## config.mk

```make
export PLATFORM = sky130hd
export DESIGN_NAME = reg_port_sequencer
export DESIGN_NICKNAME = d
export VERILOG_FILES = /design/src/rtl/reg_port_sequencer.sv
export SDC_FILE = /design/constraint.sdc
export NUM_CORES = 1
export LEC_CHECK = 0
export CAP_MARGIN = 20
export CORE_UTILIZATION = 48
export DETAILED_ROUTE_END_ITERATION = 8
export GPL_TIMING_DRIVEN = 1
export PLACE_DENSITY_LB_ADDON = 0.1
export SLEW_MARGIN = 20
export SYNTH_ARGS = -nofsm -noshare
export SYNTH_HDL_FRONTEND = slang
export SYNTH_SLANG_ARGS = --single-unit
```

## constraint.sdc

```tcl
create_clock -name clk -period 3.45 [get_ports clk]
set_input_delay 0.69 -clock clk [delete_from_list [all_inputs] [get_ports clk]]
set_output_delay 0.69 -clock clk [all_outputs]
set_load 0.005 [all_outputs]
```

## src/rtl/reg_port_sequencer.sv

```systemverilog
// Serialises one request (two optional operand reads, then an optional write-back) onto a
// single-port register stack. Optional REG_ZERO_EN hard-wires register 0 to zero.
module reg_port_sequencer #(
  parameter int unsigned WORD_WIDTH = 16,
  parameter int unsigned NIB_WIDTH  = 4
) (
  input  logic                  clk,
  input  logic                  reset,
  input  logic                  req_valid,
  output logic                  req_ready,
  input  logic                  req_rd_a,
  input  logic [NIB_WIDTH-1:0]  req_src_a,
  input  logic                  req_rd_b,
  input  logic [NIB_WIDTH-1:0]  req_src_b,
  input  logic                  req_wr,
  input  logic [NIB_WIDTH-1:0]  req_dst,
  input  logic [WORD_WIDTH-1:0] req_wdata,
  output logic                  rsp_valid,
  input  logic                  rsp_ready,
  output logic [WORD_WIDTH-1:0] rsp_a,
  output logic [WORD_WIDTH-1:0] rsp_b,
  output logic [NIB_WIDTH-1:0]  rs_regnum,
  output logic [WORD_WIDTH-1:0] rs_val,
  output logic                  rs_set,
  input  logic [WORD_WIDTH-1:0] rs_out
);

  typedef enum logic [2:0] {
    StIdle, StRdA, StRdB, StWrSetup, StWrPulse, StWrHold, StRsp
  } state_e;

  state_e                state;
  logic                  rd_b_q;
  logic                  wr_q;
  logic [NIB_WIDTH-1:0]  src_a_q;
  logic [NIB_WIDTH-1:0]  src_b_q;
  logic [NIB_WIDTH-1:0]  dst_q;
  logic [WORD_WIDTH-1:0] wdata_q;
  logic                  rd_zero;
  logic                  wr_en;

  // rd_zero masks the read currently on the port; wr_en suppresses the set pulse
`ifdef REG_ZERO_EN
  assign rd_zero = (rs_regnum == '0);
  assign wr_en   = (dst_q != '0);
`else
  assign rd_zero = 1'b0;
  assign wr_en   = 1'b1;
`endif

  assign req_ready = (state == StIdle) && !reset;

  always_ff @(posedge clk or posedge reset) begin
    if (reset) begin
      state     <= StIdle;
      rd_b_q    <= 1'b0;
      wr_q      <= 1'b0;
      src_a_q   <= '0;
      src_b_q   <= '0;
      dst_q     <= '0;
      wdata_q   <= '0;
      rs_regnum <= '0;
      rs_val    <= '0;
      rs_set    <= 1'b0;
      rsp_valid <= 1'b0;
      rsp_a     <= '0;
      rsp_b     <= '0;
    end else begin
      unique case (state)
        StIdle: begin
          if (req_valid && req_ready) begin
            rd_b_q  <= req_rd_b;
            wr_q    <= req_wr;
            src_a_q <= req_src_a;
            src_b_q <= req_src_b;
            dst_q   <= req_dst;
            wdata_q <= req_wdata;
            rsp_a   <= '0;
            rsp_b   <= '0;
            if (req_rd_a) begin
              state     <= StRdA;
              rs_regnum <= req_src_a;
            end else if (req_rd_b) begin
              state     <= StRdB;
              rs_regnum <= req_src_b;
            end else if (req_wr) begin
              state     <= StWrSetup;
              rs_regnum <= req_dst;
              rs_val    <= req_wdata;
            end else begin
              state     <= StRsp;
              rsp_valid <= 1'b1;
            end
          end
        end
        StRdA: begin
          rsp_a <= rd_zero ? '0 : rs_out;
          if (rd_b_q) begin
            state     <= StRdB;
            rs_regnum <= src_b_q;
          end else if (wr_q) begin
            state     <= StWrSetup;
            rs_regnum <= dst_q;
            rs_val    <= wdata_q;
          end else begin
            state     <= StRsp;
            rsp_valid <= 1'b1;
          end
        end
        StRdB: begin
          rsp_b <= rd_zero ? '0 : rs_out;
          if (wr_q) begin
            state     <= StWrSetup;
            rs_regnum <= dst_q;
            rs_val    <= wdata_q;
          end else begin
            state     <= StRsp;
            rsp_valid <= 1'b1;
          end
        end
        StWrSetup: begin
          state  <= StWrPulse;
          rs_set <= wr_en;
        end
        StWrPulse: begin
          state  <= StWrHold;
          rs_set <= 1'b0;
        end
        StWrHold: begin
          state     <= StRsp;
          rsp_valid <= 1'b1;
        end
        StRsp: begin
          if (rsp_ready) begin
            state     <= StIdle;
            rsp_valid <= 1'b0;
          end
        end
        default: state <= StIdle;
      endcase
    end
  end

endmodule

```

Word level (Yosys, flattened, before mapping)
Cells that the tools add are included.
Widths: inputs -> output; s select.
{ "word_totals": {"regBits": 83, "in_bits": 51} }
{ "classes": {"mux": 34, "n_eq_ne": 14, "n_reduce_logical": 16} }
{ "ops": {"columns": ["cell", "n"], "rows": [
  ["$mux 16", 7],
  ["$pmux 16 s2", 2],
  ["$pmux 16 s3", 1],
  ["$mux 4", 6],
  ["$mux 3", 7],
  ["$pmux 3 s7", 1],
  ["$ne 2x2->1 const B", 6],
  ["$pmux 4 s3", 1],
  ["$eq 3x3->1 const B", 3],
  ["$reduce_and 2->1", 4],
  ["$mux 1", 7],
  ["$reduce_and 7->1", 1],
  ["$eq 3x2->1 const B", 2],
  ["$reduce_and 6->1", 1],
  ["$reduce_bool 2->1", 3],
  ["$pmux 1 s5", 1],
  ["$reduce_bool 5->1", 1],
  ["$ne 4x4->1 const B", 1],
  ["$eq 3x1->1 const B", 1],
  ["$logic_not 3->1", 1],
  ["$reduce_and 3->1", 1],
  ["$reduce_bool 3->1", 1],
  ["$logic_and 1x1->1", 2],
  ["$ne 2x1->1 const B", 1],
  ["other kinds (2)", 2]
]} }

Longest topological paths before layout
Gate-level depths: netlist of run 1.
{ "logic_depth": {"depth_word": 5, "mapped_depth": 7, "ltp_nobuf": 4} }

Worst setup path after synthesis of run 1
Ideal clock, no wire load.
{ "synth_timing": {"path_kind": "input port to flip-flop", "startpoint": "input port req_rd_b", "endpoint": "register rs_val[0]", "t_required_ps": 3325, "arrival_ps": 1870, "setup_time_ps": 125, "setup_slack_ps": 1455, "cell_stages": 6, "cell_sequence": "buf_4 > o311ai_1 > and3_1 > buf_6 > buf_12 > mux2_4"} }
{ "synth_via": {"elab_chain_cells": 2} }
{ "synth_lines": {"columns": ["element", "line", "text"], "rows": [
  ["from (decl)", "13", "input logic req_rd_b,"],
  ["$ne 2x2->1 (no source line)", null, null],
  ["$reduce_and 6->1 (no source line)", null, null],
  ["to (signal assigned)", "89", "rs_val <= req_wdata;"],
  ["to (signal assigned)", "104", "rs_val <= wdata_q;"],
  ["to (signal assigned)", "115", "rs_val <= wdata_q;"],
  ["to (decl)", "23", "output logic [WORD_WIDTH-1:0] rs_val,"]
]} }
No other way between the ends.
A chain may end at the register's enable or synchronous reset.

Final worst setup path of run 1
{ "layout_timing": {"startpoint": "register state[1]", "endpoint": "output port req_ready"} }
{ "layout_via": {"elab_chain_cells": 2} }
{ "layout_lines": {"columns": ["element", "line", "text"], "rows": [
  ["from (decl)", "32", "state_e state;"],
  ["from (signal assigned)", "55", "state <= StIdle;"],
  ["from (signal assigned)", "81", "state <= StRdA;"],
  ["from (signal assigned)", "84", "state <= StRdB;"],
  ["$logic_not 3->1", "51", "assign req_ready = (state == StIdle) && !reset;"],
  ["$logic_and 1x1->1", "51", null],
  ["to (decl)", "10", "output logic req_ready,"]
]} }
No other way between the ends.

==> impl_metrics.py, run 1 <==
metrics = {
    "outcome": {
        "status": "completed",
    },
    "yosys": {
        "ys.flop_type": "dfrtp_1",
        "ys.warnings.count": 0,
        "synth_cells": 273,
        "async_flop_share": 1.00,
        "synthMostInstantiatedCell": "dfrtp_1",
        "synth_area_um2": 3720,
        "yosysUniqueCellTypes": 40,
        "post-synth-top-area-fraction": 0.558,
        "synth_top_cell_by_area": "dfrtp_1",
        "ys_seq_area_frac": 0.558,
        "syn_nets": 324,
        "syn_area_per_cell_um2": 13.6,
        "synth_seq_cells": 83,
        "yosys-top-cells-count": "83 x dfrtp_1, 46 x mux2_2, 36 x a22o_1",
        "synth-edff-count": 0,
        "ys_top_cells_by_area": "dfrtp_1 56%, mux2_2 14%, a22o_1 8.5%, mux2_4 4.0%, buf_6 1.5%",
    },
    "floorplan": {
        "start_util": 0.505,
        "die_h_um": 90.1,
        "core_um2": 7370,
        "rows": 31,
        "die-area_um2": 8110,
        "die_w_um": 90.1,
        "ioPinCount": 106,
    },
    "global_routing": {
        "grt_antenna_before_repair": 0,
        "track_usage": 0.209,
        "overflow": 0,
        "grt_max_degree": 40,
        "grt_pass1_wl_um": 13300,
        "grt_pass1_vias": 2631,
    },
    "timing": {
        "finClkSkew_ps": 13.3,
        "setup_tns_ps": 0,
        "period_needed_ps": 2620,
        "rsz0062_at_grt": "false",
        "slew_violations": 0,
        "relSlewSlack": 0.505,
        "worst_pin_slew_ps": 742,
        "final-hold-violation-count": 0,
        "setup_viol": 0,
        "timing.fmax_ghz": 0.381,
        "post-route-period-util": 0.760,
    },
    "power": {
        "switching_power_uw": 1420,
        "total_power_uw": 4400,
        "internal-power_uw": 2980,
        "ir_drop_mv": 0.448,
        "p_comb_frac": 0.463,
        "p_leak_uw": 0.00217,
        "power_density_nw_per_um2": 880,
        "power_frac_seq": 0.398,
        "clkPwrFrac": 0.140,
        "switching_share": 0.323,
    },
    "routing": {
        "post-route-drc-count": 0,
        "drtIter0Drc": 71,
        "drt_first_pass_iters": 4,
        "via_per_inst": 5.47,
        "drt_wl_total_um": 8330,
        "vias": 2642,
        "wl_per_cell_um": 17.2,
        "ant_nets": 0,
    },
    "clock_tree": {
        "cts_tree": "built",
        "hold_buffers": 0,
        "h-tree-depth": 3,
        "insertion_delay_ps": 350,
        "clockRootBuffer": "clkbuf_8",
        "path_clk_slew_ps": 80,
        "cts_setup_buffers": 0,
        "cts.sinks": 83,
        "post_cts_resized": 0,
        "cts_buffer_depth": 2,
        "numCtsBuffers": 9,
    },
    "worst_setup_path": {
        "crit_path_start_kind": "register",
        "crit_buf_inv": 1,
        "cp_top_family": "flip-flops",
        "worstPathCellList": "nor4_1 > clkdlybuf4s50_1",
        "cp_slowest_cell": "dfrtp_1",
        "critical_path_class": "reg -> out",
        "end_kind": "output pin",
        "cp_data_arrival_time_ps": 1930,
        "critPathMaxFanout": 24,
        "critical_path.max_stage_delay_ps": 660,
        "crit_required_ps": 2760,
    },
    "cells_and_area": {
        "fill_cells": 583,
        "num_antenna_cells": 0,
        "regArea_um2": 2080,
        "multi_input_area_um2": 1480,
        "drive_gt1_frac": 0.229,
        "final_nets": 430,
        "synthToLayoutAreaGrowth_pct": 34.4,
    },
    "job": {
        "maxCapViolCount": 0,
    },
    "place": {
        "place_hpwl_um": 5590,
        "port-buffer-count": 105,
        "place.gp.congestion": 0.770,
    },
    "min_path": {
        "hold_class": "reg -> reg",
    },
}
-- registers in the layout (all words and copies together), names as in the netlist, 3 cells and up --
name and flops:
src_b_q 4, dst_q 4, rs_val 16, rsp_b 16, rsp_a 16, rs_regnum 4, wdata_q 16, state 3
-- per-layer routing --
layer	part of all wire	up-vias	wire length, um	track usage
met5	0	-	0	0
met4	0.018	0	146	0.0739
met3	0.054	11	452	0.0525
met2	0.46	82	3850	0.317
met1	0.47	1322	3880	0.292
li1	-	1227	-	-
-- cell families (layout without fill, tap and decap cells) --
group,after synthesis,after routing,synth area share
flip-flops,83,83,0.558
AO/OA/AOI/OAI,65,65,0.139
buffers and inverters,27,138,0.0464
AND/OR/NAND/NOR,31,31,0.0464
multiplexers,66,66,0.208
XOR/XNOR,1,1,0.00235
-- stage by stage --
stage / instances / util / hold WS, ps / cell area, um2 / setup WS [ps]
6_report: 483 / 0.679 / 504 / 5000 / 827
5_1_grt: 483 / 0.679 / 515 / 5000 / 673
2_1_floorplan: 273 / - / 474 / 3720 / 623
3_5_place_dp: 467 / 0.656 / 480 / 4840 / 701
3_3_place_gp: 467 / 0.656 / 480 / 4840 / 725
4_1_cts: 483 / 0.679 / 508 / 5000 / 808
-- placed cells by master (no fill, tap or decap), types with 2 or more instances in the layout --
cell	n
o221ai_1	4
mux2_2	46
mux2i_1	5
clkinvlp_4	3
nand3_1	5
o211ai_1	2
and2_1	2
a22o_1	36
clkbuf_8	9
buf_4	10
clkinv_2	3
nor4_1	2
mux2_4	10
a21oi_1	5
clkdlybuf4s50_1	105
mux2_1	5
nor2b_1	3
inv_1	6
o21ai_0	6
dfrtp_1	83
nand2b_1	2
o21ai_1	2
nor2_1	5
nand2_1	5
-- worst paths after layout --
kind,start,end,slack (ps),cells after the start
worst max-delay path,state[1],req_ready,830,2
worst min-delay path,wdata_q[5],wdata_q[5],500,1
worst max register to register,state[1],rs_val[11],1310,5
worst min register to register,wdata_q[5],wdata_q[5],500,1
max in group asynchronous,reset,wdata_q[5],1990,3
min in group asynchronous,reset,rsp_valid,790,2
-- final cells by class --
class                   instances  share of cell area
clock buffers                  10              0.0255
clock inverters                 6             0.00825
inverters                       7             0.00550
multi-input cells             163               0.296
flip-flops and latches         83               0.415
well taps                      99              0.0248
repair buffers                115               0.225
-- power groups by stage --
stage	clock (uW)	combinational (uW)	sequential [uW]
floorplan	0	1260	1690
global placement	0	2020	1750
detailed placement	0	2060	1750
CTS	628	2070	1750
global route	665	2190	1810
finish	615	2040	1750
(Power assumes the default switching activity.)
==> run 2, diff against run 1 <==
- clock period: 3.45 -> 2.5 ns (I/O delays scaled with it)
==> run 2 against run 1 <==
Compared with the run above: cell area grew 1.8%; via count is 0.11% lower; hold slack hardly changed; final cell count rose by 0.62%; sequential power grew 38%; power grew 43%; global-route usage rose by 1.1 points.
==> impl_metrics.py, run 2 (synthesized netlist as in run 1, its figures left out) <==
metrics = {
    "outcome": {
        "status": "completed",
    },
    "worst_setup_path": {
        "ff2ff_path_depth": 5,
        "crit_path_start_kind": "register",
        "critical_path_class": "reg -> out",
        "worstReg2RegStart": "state[1]",
        "cp_slowest_cell": "dfrtp_1",
        "worstPathCellList": "nor4_1 > clkdlybuf4s50_1",
        "crit_buf_inv": 1,
        "cp_top_family": "flip-flops",
        "cp-startpoint": "state[1]",
        "crit_required_ps": 2000,
        "end_kind": "output pin",
        "cp_data_arrival_time_ps": 1780,
        "path_depth": 2,
        "critical_path.max_stage_delay_ps": 550,
        "critPathMaxFanout": 14,
    },
    "timing": {
        "hold_ws_ps": 504,
        "slew_violations": 0,
        "setup_tns_ps": 0,
        "period_needed_ps": 2280,
        "setup_viol": 0,
        "worst_pin_slew_ps": 680,
        "post-route-period-util": 0.913,
        "layout_setup_ws_ps": 217,
        "timing.fmax_ghz": 0.438,
        "final-hold-violation-count": 0,
        "relSlewSlack": 0.547,
        "finClkSkew_ps": 10.6,
        "rsz0062_at_grt": "false",
    },
    "floorplan": {
        "die_h_um": 90.1,
        "die_w_um": 90.1,
        "rows": 31,
        "core_um2": 7370,
        "die-area_um2": 8110,
        "ioPinCount": 106,
        "start_util": 0.505,
    },
    "clock_tree": {
        "clockRootBuffer": "clkbuf_8",
        "insertion_delay_ps": 340,
        "cts_buffer_depth": 2,
        "post_cts_resized": 0,
        "cts.sinks": 83,
        "cts_setup_buffers": 0,
        "hold_buffers": 0,
        "cts_tree": "built",
        "path_clk_slew_ps": 80,
        "h-tree-depth": 3,
        "numCtsBuffers": 9,
    },
    "routing": {
        "wl_met2_um": 3800,
        "drtIter0Drc": 99,
        "vias": 2639,
        "wl_met3_um": 431,
        "wl_met1_um": 3910,
        "via_per_inst": 5.43,
        "drt_first_pass_iters": 4,
        "post-route-drc-count": 0,
        "drt_wl_total_um": 8310,
        "ant_nets": 0,
        "top_layer": "met4",
        "wl_per_cell_um": 17.1,
    },
    "min_path": {
        "worstHoldStart": "rsp_a[4]",
        "whs_path_depth": 1,
        "hold_class": "reg -> reg",
    },
    "cells_and_area": {
        "synthToLayoutAreaGrowth_pct": 36.8,
        "postLayoutCoreUtil": 0.691,
        "drive_gt1_frac": 0.233,
        "layout_common_cells": "105 x clkdlybuf4s50_1, 83 x dfrtp_1, 46 x mux2_2, 36 x a22o_1, 11 x buf_4",
        "num_antenna_cells": 0,
        "final_nets": 433,
        "layout_commonest_cell": "clkdlybuf4s50_1",
    },
    "power": {
        "ir_drop_mv": 0.619,
        "total_power_uw": 6310,
        "p_leak_uw": 0.00221,
        "power_density_nw_per_um2": 1240,
    },
    "place": {
        "pre_cts_ws_ps": 233,
        "place.gp.congestion": 0.794,
        "port-buffer-count": 105,
        "place_hpwl_um": 5490,
    },
    "global_routing": {
        "track_usage": 0.220,
        "grt_pass1_wl_um": 14000,
        "grt_max_degree": 84,
        "overflow": 0,
        "grt_pass1_vias": 2737,
        "grt_antenna_before_repair": 0,
    },
    "job": {
        "maxCapViolCount": 0,
    },
}
==> run 2: final cells by class <==
| class | instances | area (um2) |
|---|---|---|
| Timing Repair Buffer | 118 | 1170 |
| Sequential cell | 83 | 2080 |
| Tap cell | 99 | 124 |
| Clock inverter | 5 | 77.6 |
| Clock buffer | 11 | 131 |
| Multi-Input combinational cell | 163 | 1480 |
| Fill cell | 544 | 2270 |
| Inverter | 7 | 30.0 |
==> run 2: metrics by stage <==
step           cell area (um2)  instances
2_1_floorplan             3730        273
3_3_place_gp              4890        470
3_5_place_dp              4890        470
4_1_cts                   5090        486
5_1_grt                   5090        486
6_report                  5090        486
==> run 2: path summary, 6_finish.rpt <==
check / to / slack, ps
setup / recovery: req_ready / 220
hold / removal: rsp_a[4] / 500
setup reg to reg: rs_regnum[1] / 560
hold reg to reg: rsp_a[4] / 500
max in group asynchronous: wdata_q[10] / 1480
min in group asynchronous: rs_set / 680
==> run 2: report_power, final <==
part           internal [uW]  total (uW)  leakage [uW]  switching [uW]
Combinational           1810        2870       0.00108            1060
Clock                    560        1020      0.000103             460
Sequential              1980        2420       0.00103             439
==> run 2: metal layers <==
metal  vias to the layer above  global-route usage
met5                         -                   0
met4                         0               0.101
met3                        13              0.0448
met2                        82               0.329
met1                      1315               0.309
li1                       1229                   -
